<file path="config.mk">
export PLATFORM = sky130hd
export DESIGN_NAME = uart_rx_deser
export DESIGN_NICKNAME = d
export VERILOG_FILES = /design/src/rtl/uart_rx_deser.sv
export SDC_FILE = /design/constraint.sdc
export NUM_CORES = 1
export LEC_CHECK = 0
export ABC_AREA = 1
export BUFFER_PORTS_ARGS = -buffer_cell sky130_fd_sc_hd__buf_2
export CAP_MARGIN = 20
export CORE_MARGIN = 2
export CORE_UTILIZATION = 50
export CTS_CLUSTER_SIZE = 14
export DETAILED_ROUTE_END_ITERATION = 7
export PLACE_DENSITY = 0.7
export SETUP_SLACK_MARGIN = 0.2
export SYNTH_ARGS = -nofsm -noshare
export SYNTH_HDL_FRONTEND = slang
export SYNTH_SLANG_ARGS = --single-unit
</file>
<file path="constraint.sdc">
create_clock -name clk -period 3.8 [get_ports clk]
set_input_delay 0.76 -clock clk [delete_from_list [all_inputs] [get_ports clk]]
set_output_delay 0.76 -clock clk [all_outputs]
set_load 0.02 [all_outputs]
</file>
<file path="src/rtl/uart_rx_deser.sv">
// UART receive deserializer: synchronizes rx, frames 8N1 bytes sampled at mid-bit,
// and holds each good byte in a one-entry valid/ready register with sticky error flags.
module uart_rx_deser #(
    parameter int SYNC_STAGES = 2,
    parameter int RATE_W      = 16
) (
    input  logic              clk,
    input  logic              nReset,
    input  logic [RATE_W-1:0] rate,
    input  logic              rx,
    output logic [7:0]        data,
    output logic              valid,
    input  logic              ready,
    output logic              frame_err,
    output logic              overrun,
    input  logic              err_clr,
    output logic              rts,
    output logic              busy
);

    typedef enum logic [2:0] {
        S_IDLE,
        S_START,
        S_DATA,
        S_STOP,
        S_WAIT_HI
    } state_t;

    state_t            state_q, state_d;
    logic [SYNC_STAGES-1:0] sync_q;
    logic [RATE_W-1:0] rate_q, rate_d;
    logic [RATE_W-1:0] cnt_q, cnt_d;
    logic [2:0]        idx_q, idx_d;
    logic [7:0]        shift_q, shift_d;
    logic [7:0]        data_q, data_d;
    logic              valid_q, valid_d;
    logic              ferr_q, ferr_d;
    logic              ovr_q, ovr_d;

    logic              rxs;
    logic [RATE_W-1:0] eff_rate;
    logic [RATE_W-1:0] half_m1;
    logic [RATE_W-1:0] last;
    logic              deliver;
    logic              ferr_set;
    logic              ovr_set;

    assign rxs      = sync_q[SYNC_STAGES-1];
    assign eff_rate = (rate < RATE_W'(4)) ? RATE_W'(4) : rate;
    assign half_m1  = (rate_q >> 1) - RATE_W'(1);
    assign last     = rate_q - RATE_W'(1);

    always_ff @(posedge clk) begin
        if (!nReset) begin
            sync_q  <= '1;
            state_q <= S_IDLE;
            rate_q  <= '0;
            cnt_q   <= '0;
            idx_q   <= '0;
            shift_q <= '0;
            data_q  <= '0;
            valid_q <= 1'b0;
            ferr_q  <= 1'b0;
            ovr_q   <= 1'b0;
        end else begin
            sync_q  <= {sync_q[SYNC_STAGES-2:0], rx};
            state_q <= state_d;
            rate_q  <= rate_d;
            cnt_q   <= cnt_d;
            idx_q   <= idx_d;
            shift_q <= shift_d;
            data_q  <= data_d;
            valid_q <= valid_d;
            ferr_q  <= ferr_d;
            ovr_q   <= ovr_d;
        end
    end

    always_comb begin
        state_d  = state_q;
        rate_d   = rate_q;
        cnt_d    = cnt_q;
        idx_d    = idx_q;
        shift_d  = shift_q;
        deliver  = 1'b0;
        ferr_set = 1'b0;

        case (state_q)
            S_IDLE: begin
                cnt_d = '0;
                if (!rxs) begin
                    state_d = S_START;
                    rate_d  = eff_rate;
                end
            end
            S_START: begin
                if (cnt_q == half_m1) begin
                    cnt_d = '0;
                    idx_d = '0;
                    state_d = rxs ? S_IDLE : S_DATA;
                end else begin
                    cnt_d = cnt_q + RATE_W'(1);
                end
            end
            S_DATA: begin
                if (cnt_q == last) begin
                    cnt_d          = '0;
                    shift_d[idx_q] = rxs;
                    if (idx_q == 3'd7) begin
                        state_d = S_STOP;
                    end else begin
                        idx_d = idx_q + 3'd1;
                    end
                end else begin
                    cnt_d = cnt_q + RATE_W'(1);
                end
            end
            S_STOP: begin
                if (cnt_q == last) begin
                    cnt_d = '0;
                    if (rxs) begin
                        deliver = 1'b1;
                        state_d = S_IDLE;
                    end else begin
                        ferr_set = 1'b1;
                        state_d  = S_WAIT_HI;
                    end
                end else begin
                    cnt_d = cnt_q + RATE_W'(1);
                end
            end
            S_WAIT_HI: begin
                cnt_d = '0;
                if (rxs) begin
                    state_d = S_IDLE;
                end
            end
            default: begin
                state_d = S_IDLE;
                cnt_d   = '0;
            end
        endcase
    end

    // A consume and a delivery on the same edge refill the register instead of overrunning.
    always_comb begin
        data_d  = data_q;
        valid_d = valid_q;
        ferr_d  = ferr_q;
        ovr_d   = ovr_q;
        ovr_set = 1'b0;

        if (valid_q && ready) begin
            valid_d = 1'b0;
        end
        if (deliver) begin
            if (!valid_q || ready) begin
                data_d  = shift_q;
                valid_d = 1'b1;
            end else begin
                ovr_set = 1'b1;
            end
        end
        if (err_clr) begin
            ferr_d = 1'b0;
            ovr_d  = 1'b0;
        end
        if (ferr_set) begin
            ferr_d = 1'b1;
        end
        if (ovr_set) begin
            ovr_d = 1'b1;
        end
    end

    assign data      = data_q;
    assign valid     = valid_q;
    assign frame_err = ferr_q;
    assign overrun   = ovr_q;
    assign rts       = ~valid_q;
    assign busy      = (state_q != S_IDLE);

endmodule

</file>
==> flow_summary_export.csv <==
group,metric,value,unit
run_status,outcome,"finished, final reports clean",
sta,hold_ws,0.426,ns
floorplan,start_util,52.2,%
power_and_ir_drop,max-vdd-ir-drop,319,uV
sta,fin_skew,0.0112,ns
floorplan,coreArea,7370,um2
power_and_ir_drop,power_leakage,2.04,nW
sta,min_period_over_period,73.2,%
sta,rsz0062_at_grt,"false",
worst_setup_path,crit_arrival,3.01,ns
job,cap_violations,0,
logic_synthesis,synthCells,598,
logic_synthesis,ys_seq_area_share,30.7,%
global_routing,overflow,0,
final_layout,finalCoreUtilization,58.5,%
clocking,cts_buffer_depth,2,
logic_synthesis,syn-num-nets,624,
global_routing,antenna_found_initial,0,
logic_synthesis,synth-seq-cells,59,
clocking,cts.sinks,59,
worst_setup_path,crit_required,4.03,ns
final_layout,nFillCells,748,
floorplan,row_count,31,
logic_synthesis,yosys-top-cells-area,"dfxtp_1 31%, nand2_1 14%, nor2_1 8.3%, inv_1 7.3%, nand3_1 4.7%",
logic_synthesis,yosysUniqueCellTypes,34,
sta,max_freq,360,MHz
final_layout,drive_above_1_share,17.0,%
clocking,ctsResizeCount,0,
place,placedCellCount,719,
worst_setup_path,start_kind,"flop",
routing,drt_iter0_markers,246,
final_layout,multi_input_area,2260,um2
final_layout,layout.cells.non_filler,735,
clocking,ctsHtreeMaxLevel,3,
sta,max_slew_margin,55.2,%
floorplan,dieHeight,91.7,um
floorplan,die_x,91.7,um
sta,slew_violations,0,
worst_setup_path,crit_path_max_fanout,16,
final_layout,final_nets,657,
global_routing,first_global_vias,3415,
sta,setup_ws,1.02,ns
worst_setup_path,crit_path_end_kind,"flop",
final_layout,area_growth,12.1,%
place,place_congestion,0.942,
logic_synthesis,yosys_warnings,0,
power_and_ir_drop,powerDensity,574,nW/um2
routing,ant_nets,0,
logic_synthesis,synth_top_area_share,30.7,%
final_layout,antenna_cells,0,
sta,hold_violations,0,
clocking,cts_root_buf,"clkbuf_8",
routing,route.detailed.drc,0,
sta,setup_viol,0,
place,place_hpwl,7.19,mm
floorplan,ioPinCount,34,
place,dp_slack,1.07,ns
worst_setup_path,critical_path_class,"flop to flop",
logic_synthesis,synth_top_area_cell,"dfxtp_1",
power_and_ir_drop,total_power,2.48,mW
routing,dr.pass1.iters,5,
routing,wire_per_inst,12.8,um
clocking,path_clk_slew,0.08,ns
sta,period_needed,2.78,ns
final_layout,seqCellArea,1180,um2
clocking,clk_latency,0.35,ns
worst_hold_path,hold_path_class,"flop to flop",
logic_synthesis,netlist_area,3850,um2
floorplan,die_area,8410,um2
sta,tns,0,ns
routing,vias,3734,
global_routing,grt_pass1_wl,16.0,mm
clocking,cts_buffers,9,
global_routing,track_usage,23.6,%
place,placed_area,4090,um2
sta,worst_slew_pin_slew,0.672,ns
logic_synthesis,avgSynthCellArea,6.43,um2
clocking,cts_tree,"built",
clocking,cts_hold_repair.buffers,0,
final_layout,stdcell_area,4310,um2
routing,via_per_inst,5.08,
routing,totalWireLength,9.42,mm
clocking,postCtsSetupBuffers,0,
global_routing,grt_start_max_net_pins,25,
place,numPortBuffers,33,
==> sequential cells by signal, indices dropped and copies added (netlist names) <==
register	count
sync_q	2
rate_q	16
shift_q	8
overrun	1
cnt_q	16
idx_q	3
valid	1
data	8
frame_err	1
state_q	3
==> kinds of logic after synthesis <==
kind of cell / synth area share (%)
compound gates: 9.08
xor+xnor: 6.38
fa+ha+maj: 1.63
buf+inv: 10.6
flops: 30.7
simple gates: 41.6
==> worst max-delay path, cell delays in order (launching register included) <==
cell	delay (ns)
dfxtp_1	0.32
inv_1	0.12
ha_1	0.26
nand2_1	0.19
nor2_1	0.24
nand2_1	0.08
nand2_1	0.06
nand2_1	0.06
inv_2	0.04
nand2_1	0.04
nor2_1	0.16
nand2_1	0.14
nor2_4	0.30
nand3_2	0.32
o21ai_0	0.28
a21oi_1	0.06
==> cells in the mapped netlist, drive strengths merged <==
master    n
nor3     12
nor4      2
or2       6
nand3    41
ha        5
o21ai    33
a211oi    9
nand3b    6
o21bai    1
nand2   149
inv      90
xor2     15
nor2    105
nand4    13
clkbuf    9
xnor2    13
buf       5
nor3b     4
dfxtp    59
a221oi    1
a21oi    20
==> where the power goes <==
part | internal (mW) | switching (mW) | leakage, nW
Clock | 0.374 | 0.287 | 0.110
Sequential | 0.666 | 0.0703 | 0.478
Combinational | 0.358 | 0.721 | 1.45
Total | 1.40 | 1.08 | 2.03
==> per-layer routing <==
metal,share of wire [%],global-route usage (%)
met1,47,32.5
met2,43,36.0
met3,6.7,4.60
met4,2.6,9.95
met5,0,0
==> worst paths after layout <==
path / startpoint / to / slack [ns] / cells after the start
setup reg to reg: rate_q[1] / data[0] / 1.02 / 15
hold / removal: sync_q[0] / sync_q[1] / 0.43 / 1
setup / recovery: rate_q[1] / data[0] / 1.02 / 15
hold reg to reg: sync_q[0] / sync_q[1] / 0.43 / 1
==> cell usage in the layout (no fill, tap or decap), types with 10 or more instances in the layout <==
master / instances
o21ai_1: 10
a21oi_1: 20
nor3_1: 12
nor2_1: 85
nand3_1: 36
dfxtp_1: 59
nand2_1: 145
nand4_1: 10
inv_1: 75
xor2_1: 15
buf_2: 33
nor2_2: 13
xnor2_1: 13
o21ai_0: 23
inv_2: 15
==> layout make-up <==
type / instances / area share, %
Clock buffer: 9 / 2.87
Tap cell: 99 / 2.87
Clock inverter: 7 / 2.29
Multi-Input combinational cell: 435 / 52.4
Inverter: 90 / 7.84
Timing Repair Buffer: 36 / 4.35
Sequential cell: 59 / 27.4
Power figures use the tool's default switching activity.
